--- src/rtl/vram_pkg.sv ---
// Shared widths, CPU-port FSM states and read-owner tags for the VRAM arbiter.
package vram_pkg;
  localparam int ADDR_W     = 10;  // 32x32 char cells
  localparam int DATA_W     = 8;   // char code
  localparam int WBUF_DEPTH = 4;   // posted-write FIFO depth, power of two

  typedef enum logic [1:0] {C_IDLE, C_RDQ, C_RDW, C_ACK} cpu_state_t;
  typedef enum logic [1:0] {OWN_NONE, OWN_PPU, OWN_CPU} owner_t;
endpackage

--- src/rtl/vram_arbiter_if.sv ---
// PPU fetch port, CPU bus port and VRAM macro port bundled for the arbiter.
interface vram_arbiter_if #(
  parameter int ADDR_W = vram_pkg::ADDR_W,
  parameter int DATA_W = vram_pkg::DATA_W
);
  logic              ppu_req;
  logic [ADDR_W-1:0] ppu_addr;
  logic [DATA_W-1:0] ppu_data;
  logic              cpu_req;
  logic              cpu_we;
  logic [ADDR_W-1:0] cpu_addr;
  logic [DATA_W-1:0] cpu_wdata;
  logic              cpu_ack;
  logic [DATA_W-1:0] cpu_rdata;
  logic [ADDR_W-1:0] ram_addr;
  logic              ram_we;
  logic [DATA_W-1:0] ram_wdata;
  logic [DATA_W-1:0] ram_rdata;

  // Arbiter side
  modport slave (
    input  ppu_req, ppu_addr, cpu_req, cpu_we, cpu_addr, cpu_wdata, ram_rdata,
    output ppu_data, cpu_ack, cpu_rdata, ram_addr, ram_we, ram_wdata
  );
  // Requesters + VRAM side
  modport master (
    output ppu_req, ppu_addr, cpu_req, cpu_we, cpu_addr, cpu_wdata, ram_rdata,
    input  ppu_data, cpu_ack, cpu_rdata, ram_addr, ram_we, ram_wdata
  );
endinterface

--- src/rtl/vram_wbuf.sv ---
// Posted-write FIFO holding {addr,data}; push/pop may coincide.
module vram_wbuf
  import vram_pkg::*;
#(
  parameter int W     = ADDR_W + DATA_W,
  parameter int DEPTH = WBUF_DEPTH
) (
  input  logic         clk,
  input  logic         rst_n,
  input  logic         i_push,
  input  logic [W-1:0] i_din,
  input  logic         i_pop,
  output logic         o_full,
  output logic         o_empty,
  output logic [W-1:0] o_head
);
  localparam int PW = $clog2(DEPTH);
  localparam int CW = PW + 1;

  logic [DEPTH-1:0][W-1:0] r_mem;
  logic [PW-1:0]           r_wp, r_rp;
  logic [CW-1:0]           r_cnt;
  logic                    w_push, w_pop;

  assign o_full  = (r_cnt == CW'(DEPTH));
  assign o_empty = (r_cnt == '0);
  assign w_push  = i_push && !o_full;
  assign w_pop   = i_pop && !o_empty;
  assign o_head  = r_mem[r_rp];

  // Storage is not reset: stale entries are never visible once the count is zero
  always_ff @(posedge clk) begin
    if (w_push) r_mem[r_wp] <= i_din;
  end

  // Pointers wrap naturally (DEPTH is a power of two); count tracks occupancy
  always_ff @(posedge clk or negedge rst_n) begin
    if (!rst_n) begin
      r_wp  <= '0;
      r_rp  <= '0;
      r_cnt <= '0;
    end else begin
      if (w_push) r_wp <= r_wp + PW'(1);
      if (w_pop)  r_rp <= r_rp + PW'(1);
      case ({w_push, w_pop})
        2'b10:   r_cnt <= r_cnt + CW'(1);
        2'b01:   r_cnt <= r_cnt - CW'(1);
        default: ;
      endcase
    end
  end
endmodule

--- src/rtl/vram_arbiter.sv ---
// Single-port VRAM arbiter: PPU reads fixed-latency top priority, CPU writes
// posted through vram_wbuf, CPU reads via req/ack once the write buffer is empty.
module vram_arbiter #(
  parameter int ADDR_W     = vram_pkg::ADDR_W,
  parameter int DATA_W     = vram_pkg::DATA_W,
  parameter int WBUF_DEPTH = vram_pkg::WBUF_DEPTH
) (
  input  logic          CLOCK,
  input  logic          RESET_N,
  vram_arbiter_if.slave bus
);
  import vram_pkg::*;

  cpu_state_t          r_state, w_state_nxt;
  owner_t              r_own_pipe [2];
  logic [ADDR_W-1:0]   r_ram_addr;
  logic                r_ram_we;
  logic [DATA_W-1:0]   r_ram_wdata, r_ppu_data, r_cpu_rdata;
  logic                w_full, w_empty, w_push, w_pop;
  logic                w_gnt_ppu, w_gnt_wr, w_gnt_rd, w_cpu_ack;
  logic [ADDR_W+DATA_W-1:0] w_head;

  // One access per cycle: PPU, then oldest posted write, then queued CPU read.
  // CPU reads wait for an empty buffer so read-after-write sees the new value.
  assign w_gnt_ppu = bus.ppu_req;
  assign w_gnt_wr  = !bus.ppu_req && !w_empty;
  assign w_gnt_rd  = !bus.ppu_req && w_empty && (r_state == C_RDQ);
  assign w_pop     = w_gnt_wr;
  assign w_push    = (r_state == C_IDLE) && bus.cpu_req && bus.cpu_we && !w_full;

  vram_wbuf #(.W(ADDR_W + DATA_W), .DEPTH(WBUF_DEPTH)) u_wbuf (
    .clk    (CLOCK),
    .rst_n  (RESET_N),
    .i_push (w_push),
    .i_din  ({bus.cpu_addr, bus.cpu_wdata}),
    .i_pop  (w_pop),
    .o_full (w_full),
    .o_empty(w_empty),
    .o_head (w_head)
  );

  // CPU FSM state register
  always_ff @(posedge CLOCK or negedge RESET_N) begin
    if (!RESET_N) r_state <= C_IDLE;
    else          r_state <= w_state_nxt;
  end

  // CPU FSM next state; C_RDW holds until the CPU-tagged read data returns
  always_comb begin
    w_state_nxt = r_state;
    case (r_state)
      C_IDLE: if (bus.cpu_req) begin
                if (!bus.cpu_we)  w_state_nxt = C_RDQ;
                else if (!w_full) w_state_nxt = C_ACK;
              end
      C_RDQ:  if (w_gnt_rd) w_state_nxt = C_RDW;
      C_RDW:  if (r_own_pipe[1] == OWN_CPU) w_state_nxt = C_ACK;
      C_ACK:  w_state_nxt = C_IDLE;
      default: w_state_nxt = C_IDLE;
    endcase
  end

  // CPU FSM outputs: single-cycle ack while in C_ACK
  always_comb begin
    w_cpu_ack = (r_state == C_ACK);
  end

  // RAM port registers and read-owner tag launched alongside each read
  always_ff @(posedge CLOCK or negedge RESET_N) begin
    if (!RESET_N) begin
      r_ram_addr    <= '0;
      r_ram_we      <= 1'b0;
      r_ram_wdata   <= '0;
      r_own_pipe[0] <= OWN_NONE;
      r_own_pipe[1] <= OWN_NONE;
    end else begin
      r_ram_we      <= 1'b0;
      r_own_pipe[0] <= OWN_NONE;
      r_own_pipe[1] <= r_own_pipe[0];
      if (w_gnt_ppu) begin
        r_ram_addr    <= bus.ppu_addr;
        r_own_pipe[0] <= OWN_PPU;
      end else if (w_gnt_wr) begin
        r_ram_addr  <= w_head[ADDR_W+DATA_W-1:DATA_W];
        r_ram_wdata <= w_head[DATA_W-1:0];
        r_ram_we    <= 1'b1;
      end else if (w_gnt_rd) begin
        r_ram_addr    <= bus.cpu_addr;
        r_own_pipe[0] <= OWN_CPU;
      end
    end
  end

  // Steer returning read data to its owner; both outputs hold between reads
  always_ff @(posedge CLOCK or negedge RESET_N) begin
    if (!RESET_N) begin
      r_ppu_data  <= '0;
      r_cpu_rdata <= '0;
    end else begin
      if (r_own_pipe[1] == OWN_PPU) r_ppu_data  <= bus.ram_rdata;
      if (r_own_pipe[1] == OWN_CPU) r_cpu_rdata <= bus.ram_rdata;
    end
  end

  assign bus.ram_addr  = r_ram_addr;
  assign bus.ram_we    = r_ram_we;
  assign bus.ram_wdata = r_ram_wdata;
  assign bus.ppu_data  = r_ppu_data;
  assign bus.cpu_rdata = r_cpu_rdata;
  assign bus.cpu_ack   = w_cpu_ack;
endmodule

--- src/flat_wrapper.sv ---
// flat-port wrapper written by rule: the top's interface ports become plain ports
module vram_arbiter_flat import vram_pkg::*;
#(
  parameter int ADDR_W     = vram_pkg::ADDR_W,
  parameter int DATA_W     = vram_pkg::DATA_W,
  parameter int WBUF_DEPTH = vram_pkg::WBUF_DEPTH
)
  (CLOCK, RESET_N, bus_ppu_req, bus_ppu_addr, bus_cpu_req, bus_cpu_we, bus_cpu_addr, bus_cpu_wdata, bus_ram_rdata, bus_ppu_data, bus_cpu_ack, bus_cpu_rdata, bus_ram_addr, bus_ram_we, bus_ram_wdata);
  vram_arbiter_if #(.ADDR_W(ADDR_W), .DATA_W(DATA_W)) bus_i ();
  input  logic CLOCK;
  input  logic RESET_N;
  input wire logic [$bits(bus_i.ppu_req)-1:0] bus_ppu_req;
  input wire logic [$bits(bus_i.ppu_addr)-1:0] bus_ppu_addr;
  input wire logic [$bits(bus_i.cpu_req)-1:0] bus_cpu_req;
  input wire logic [$bits(bus_i.cpu_we)-1:0] bus_cpu_we;
  input wire logic [$bits(bus_i.cpu_addr)-1:0] bus_cpu_addr;
  input wire logic [$bits(bus_i.cpu_wdata)-1:0] bus_cpu_wdata;
  input wire logic [$bits(bus_i.ram_rdata)-1:0] bus_ram_rdata;
  output wire logic [$bits(bus_i.ppu_data)-1:0] bus_ppu_data;
  output wire logic [$bits(bus_i.cpu_ack)-1:0] bus_cpu_ack;
  output wire logic [$bits(bus_i.cpu_rdata)-1:0] bus_cpu_rdata;
  output wire logic [$bits(bus_i.ram_addr)-1:0] bus_ram_addr;
  output wire logic [$bits(bus_i.ram_we)-1:0] bus_ram_we;
  output wire logic [$bits(bus_i.ram_wdata)-1:0] bus_ram_wdata;
  assign bus_i.ppu_req = bus_ppu_req;
  assign bus_i.ppu_addr = bus_ppu_addr;
  assign bus_i.cpu_req = bus_cpu_req;
  assign bus_i.cpu_we = bus_cpu_we;
  assign bus_i.cpu_addr = bus_cpu_addr;
  assign bus_i.cpu_wdata = bus_cpu_wdata;
  assign bus_i.ram_rdata = bus_ram_rdata;
  assign bus_ppu_data = bus_i.ppu_data;
  assign bus_cpu_ack = bus_i.cpu_ack;
  assign bus_cpu_rdata = bus_i.cpu_rdata;
  assign bus_ram_addr = bus_i.ram_addr;
  assign bus_ram_we = bus_i.ram_we;
  assign bus_ram_wdata = bus_i.ram_wdata;
  vram_arbiter #(.ADDR_W(ADDR_W), .DATA_W(DATA_W), .WBUF_DEPTH(WBUF_DEPTH)) u_core (.CLOCK(CLOCK), .RESET_N(RESET_N), .bus(bus_i));
endmodule
--- config.mk ---
export PLATFORM = sky130hd
export DESIGN_NAME = vram_arbiter_flat
export DESIGN_NICKNAME = d
export VERILOG_FILES = /design/src/rtl/vram_pkg.sv /design/src/rtl/vram_arbiter_if.sv /design/src/rtl/vram_wbuf.sv /design/src/rtl/vram_arbiter.sv /design/src/flat_wrapper.sv
export SDC_FILE = /design/constraint.sdc
export NUM_CORES = 1
export LEC_CHECK = 0
export ABC_AREA = 0
export CAP_MARGIN = 20
export CORE_MARGIN = 8
export CORE_UTILIZATION = 30
export CTS_CLUSTER_DIAMETER = 200
export DETAILED_ROUTE_END_ITERATION = 12
export PLACE_DENSITY_LB_ADDON = 0.25
export SKIP_CTS_REPAIR_TIMING = 1
export SYNTH_ARGS = -nofsm -noshare
export SYNTH_HDL_FRONTEND = slang
export SYNTH_SLANG_ARGS = --single-unit
--- constraint.sdc ---
create_clock -name CLOCK -period 4.9 [get_ports CLOCK]
set_clock_uncertainty 0.15 [all_clocks]
set_input_delay 0.98 -clock CLOCK [delete_from_list [all_inputs] [get_ports CLOCK]]
set_output_delay 0.98 -clock CLOCK [all_outputs]
set_load 0.02 [all_outputs]
==> key figures <==
Floorplan
  • Die Ht: 142 um
  • I/O Pins: 77
  • DIE WIDTH: 142 um
  • Die area: 20100 um^2
  • Site Rows: 46
  • Core area: 15700 um^2
  • Initial Utilization: 0.303

Timing
  • Fin crit share: 0.647
  • Fin Setup TNS: 0 ps
  • Endpoints failing hold: 0
  • Max Slew Vio Count: 0
  • Slew @ Worst Pin: 974 ps
  • F_max: 0.315 GHz
  • RSZ-0062 raised after global routing: no
  • Clock period minus worst slack: 3170 ps
  • Final setup fails: 0
  • Max-slew headroom: 0.351

Critical path
  • Depth of the most critical reg-to-reg path: 5
  • Critical Path End Type: register
  • Worst reg2reg path endpoint: u_core.u_wbuf.r_mem[62]
  • Critical path origin: bus_ppu_req
  • Critical R2R Launch: u_core.r_state[1]
  • CP Class: primary input to register
  • Reg2Reg Setup Slack: 2220 ps
  • Worst EP arrival: 3350 ps
  • Critical Path Source Type: primary input
  • Worst path required time: 5080 ps
  • Crit Path Max Fanout: 22
  • End of the critical path: u_core.u_wbuf.r_cnt[2]

Drt
  • Initial DRT Pass Iterations: 6
  • Vias per cell: 4.45
  • DR WL met2: 4.79 mm
  • M1 WL: 4.18 mm
  • Antenna Nets Post-Route: 0
  • Final wirelength: 9.90 mm
  • Top sig layer: met4
  • Met3 Wirelength: 810 um
  • Iteration-0 DRC Markers: 195
  • Via Count: 2595
  • Wirelength per Cell: 17.0 um
  • Drc violations: 0

Worst hold path
  • Worst hold path depth: 0
  • Hold crit path type: register to register

Synthesis
  • Mapped Cells: 268
  • Synth async-reset ratio: 0.400
  • Post-synth EDFFs: 72
  • Count of different cell masters after synthesis: 27
  • Post-synthesis sequential area ratio: 0.708
  • Most common flop cell mapped by yosys: edfxtp_1
  • Avg Cell Area, Syn: 17.7 um^2
  • Warnings, synthesis: 0
  • Yosys top cell by area: edfxtp_1
  • Synth top area cells: edfxtp_1 (46%), dfrtp_1 (25%), mux4_2 (8.5%), mux2_2 (5.7%), ha_1 (2.6%)
  • Synthesized net count: 320
  • Netlist Area Pre-Place: 4750 um^2
  • Most common cell in the synthesized netlist: edfxtp_1
  • Number of synthesized register bits: 120
  • Yosys top cell area share: 0.455
  • Post-synth top cells: edfxtp_1 (72), dfrtp_1 (48), mux2_2 (24)

GRT
  • Global-route wire length before repair: 15.7 mm
  • Initial antenna violation count: 0
  • GR Overflow Total: 0
  • Total GRT Usage: 0.106
  • Vias in the first global route: 2797
  • Largest net degree at the start of global routing: 49

Clocking
  • Num CTS Buffers: 17
  • Root Driver: clkbuf_16
  • TritonCTS clock tree: done
  • Clock slew at reported path FFs: 50 ps
  • CTS max path bufs: 2
  • Clock sink count: 120
  • H-tree Lvls: 4
  • Worst skew pair latency: 400 ps

Finish
  • Final std cells w/o fill: 583
  • Layout cells sized above 1: 0.202
  • Area of the multi-input gates: 1300 um^2
  • Filler Cells Inserted: 1435
  • Area Growth Syn to Fin: 33.4%
  • Nets@finish: 406
  • Diodes inserted: 0
  • Register area: 3360 um^2

Power
  • P_sw: 1.08 mW
  • Clock power frac: 0.326
  • Switching Share: 0.291
  • Total power: 3.72 mW
  • Int Pwr: 2.64 mW
  • Pwr/cell area: 587 nW/um^2
  • Combinational fraction of design power: 0.292
  • Sequential Power Share: 0.383
  • Worst vdd ir: 0.000328 V
  • Leakage power: 2.32 nW

Placement
  • Port Buffer Count: 76
  • Gpl congestion: 0.727
  • Dpl hpwl: 6.57 mm
  • Placed insts: 551

Run status
  • Outcome: completed

Flow run
  • Max Cap Violations: 0
-- cells by family (layout without fill, tap and decap cells) --
logic type	Yosys count	after routing	synth area share
AO/OA/AOI/OAI	25	25	0.0379
multiplexers	44	44	0.146
AND/OR/NAND/NOR	40	40	0.0456
flip-flops	120	120	0.708
adder cells (fa/ha/maj)	11	11	0.0306
buffers and inverters	22	121	0.0205
XOR/XNOR	6	6	0.0111
-- how the worst min path moves through the flow --
stage	startpoint	to	slack, ps
after CTS	u_core.r_own_pipe[2]	u_core.r_own_pipe[0]	200
after global placement	u_core.r_own_pipe[3]	u_core.r_own_pipe[1]	180
final	u_core.r_own_pipe[2]	u_core.r_own_pipe[0]	190
after detailed placement	u_core.r_own_pipe[2]	u_core.r_own_pipe[0]	200
after global routing	u_core.r_own_pipe[3]	u_core.r_own_pipe[1]	210
after floorplan	u_core.r_own_pipe[2]	u_core.r_own_pipe[0]	180
-- stage by stage --
stage / instance area, um^2 / utilization / hold WS (ps) / worst slack [ps]
after floorplan: 4750 / - / 181 / 2350
after global placement: 5750 / 0.368 / 184 / 1350
after detailed placement: 5750 / 0.368 / 196 / 1300
after CTS: 6340 / 0.405 / 197 / 1720
after global routing: 6340 / 0.405 / 212 / 1630
final: 6340 / 0.405 / 194 / 1730
-- critical path: stages --
cell and delay [ps]:
clkdlybuf4s50_1 750, nor2_2 220, buf_4 310, ha_1 240, inv_1 60, fa_1 370, xor2_1 150, nor2_1 110
xor2_1 140
-- state kept, by name, summed over array words and instances (netlist names) --
register,flops
u_core.u_wbuf.r_cnt,3
u_core.bus.ram_we,1
u_core.u_wbuf.r_wp,2
u_core.r_own_pipe,4
u_core.bus.ram_addr,10
u_core.bus.ram_wdata,8
u_core.bus.ppu_data,8
u_core.u_wbuf.r_mem,72
u_core.bus.cpu_rdata,8
u_core.u_wbuf.r_rp,2
u_core.r_state,2
-- routing by layer --
metal | vias to the layer above | track usage
met5 | - | 0
met4 | 0 | 0.0424
met3 | 9 | 0.0444
met2 | 99 | 0.170
met1 | 1285 | 0.123
li1 | 1202 | -
-- power groups by stage --
| stage | clock, mW | combinational, mW | sequential (mW) |
|---|---|---|---|
| 5_1_grt | 1.29 | 1.18 | 1.46 |
| 3_5_place_dp | 0 | 1.11 | 1.45 |
| 3_3_place_gp | 0 | 1.10 | 1.44 |
| 4_1_cts | 1.25 | 1.12 | 1.43 |
| 2_1_floorplan | 0 | 0.589 | 1.51 |
| 6_report | 1.21 | 1.09 | 1.42 |
-- area by class of cell --
class,count,area share
clock buffer,23,0.0723
clock inverter,9,0.0195
inverter,9,0.00533
multi-input combinational,126,0.205
sequential,120,0.531
tap,216,0.0427
timing repair buffer,80,0.124
-- cells in the final DEF, fill, tap and decap left out, types with 2 or more instances in the layout --
master,count
a21oi_1,10
clkbuf_16,17
clkinv_1,2
clkdlybuf4s50_1,75
nand2b_1,13
xor2_1,3
buf_4,4
mux2_2,24
xnor2_1,3
bufinv_16,3
edfxtp_1,72
mux2i_1,2
ha_1,10
a222oi_1,10
clkinv_2,2
inv_1,9
and2_1,5
dfrtp_1,48
mux4_2,18
nor2_1,12
clkbuf_1,5
o21ai_0,3
nand3_1,2
nand2_1,3
Power figures use the tool's default switching activity.
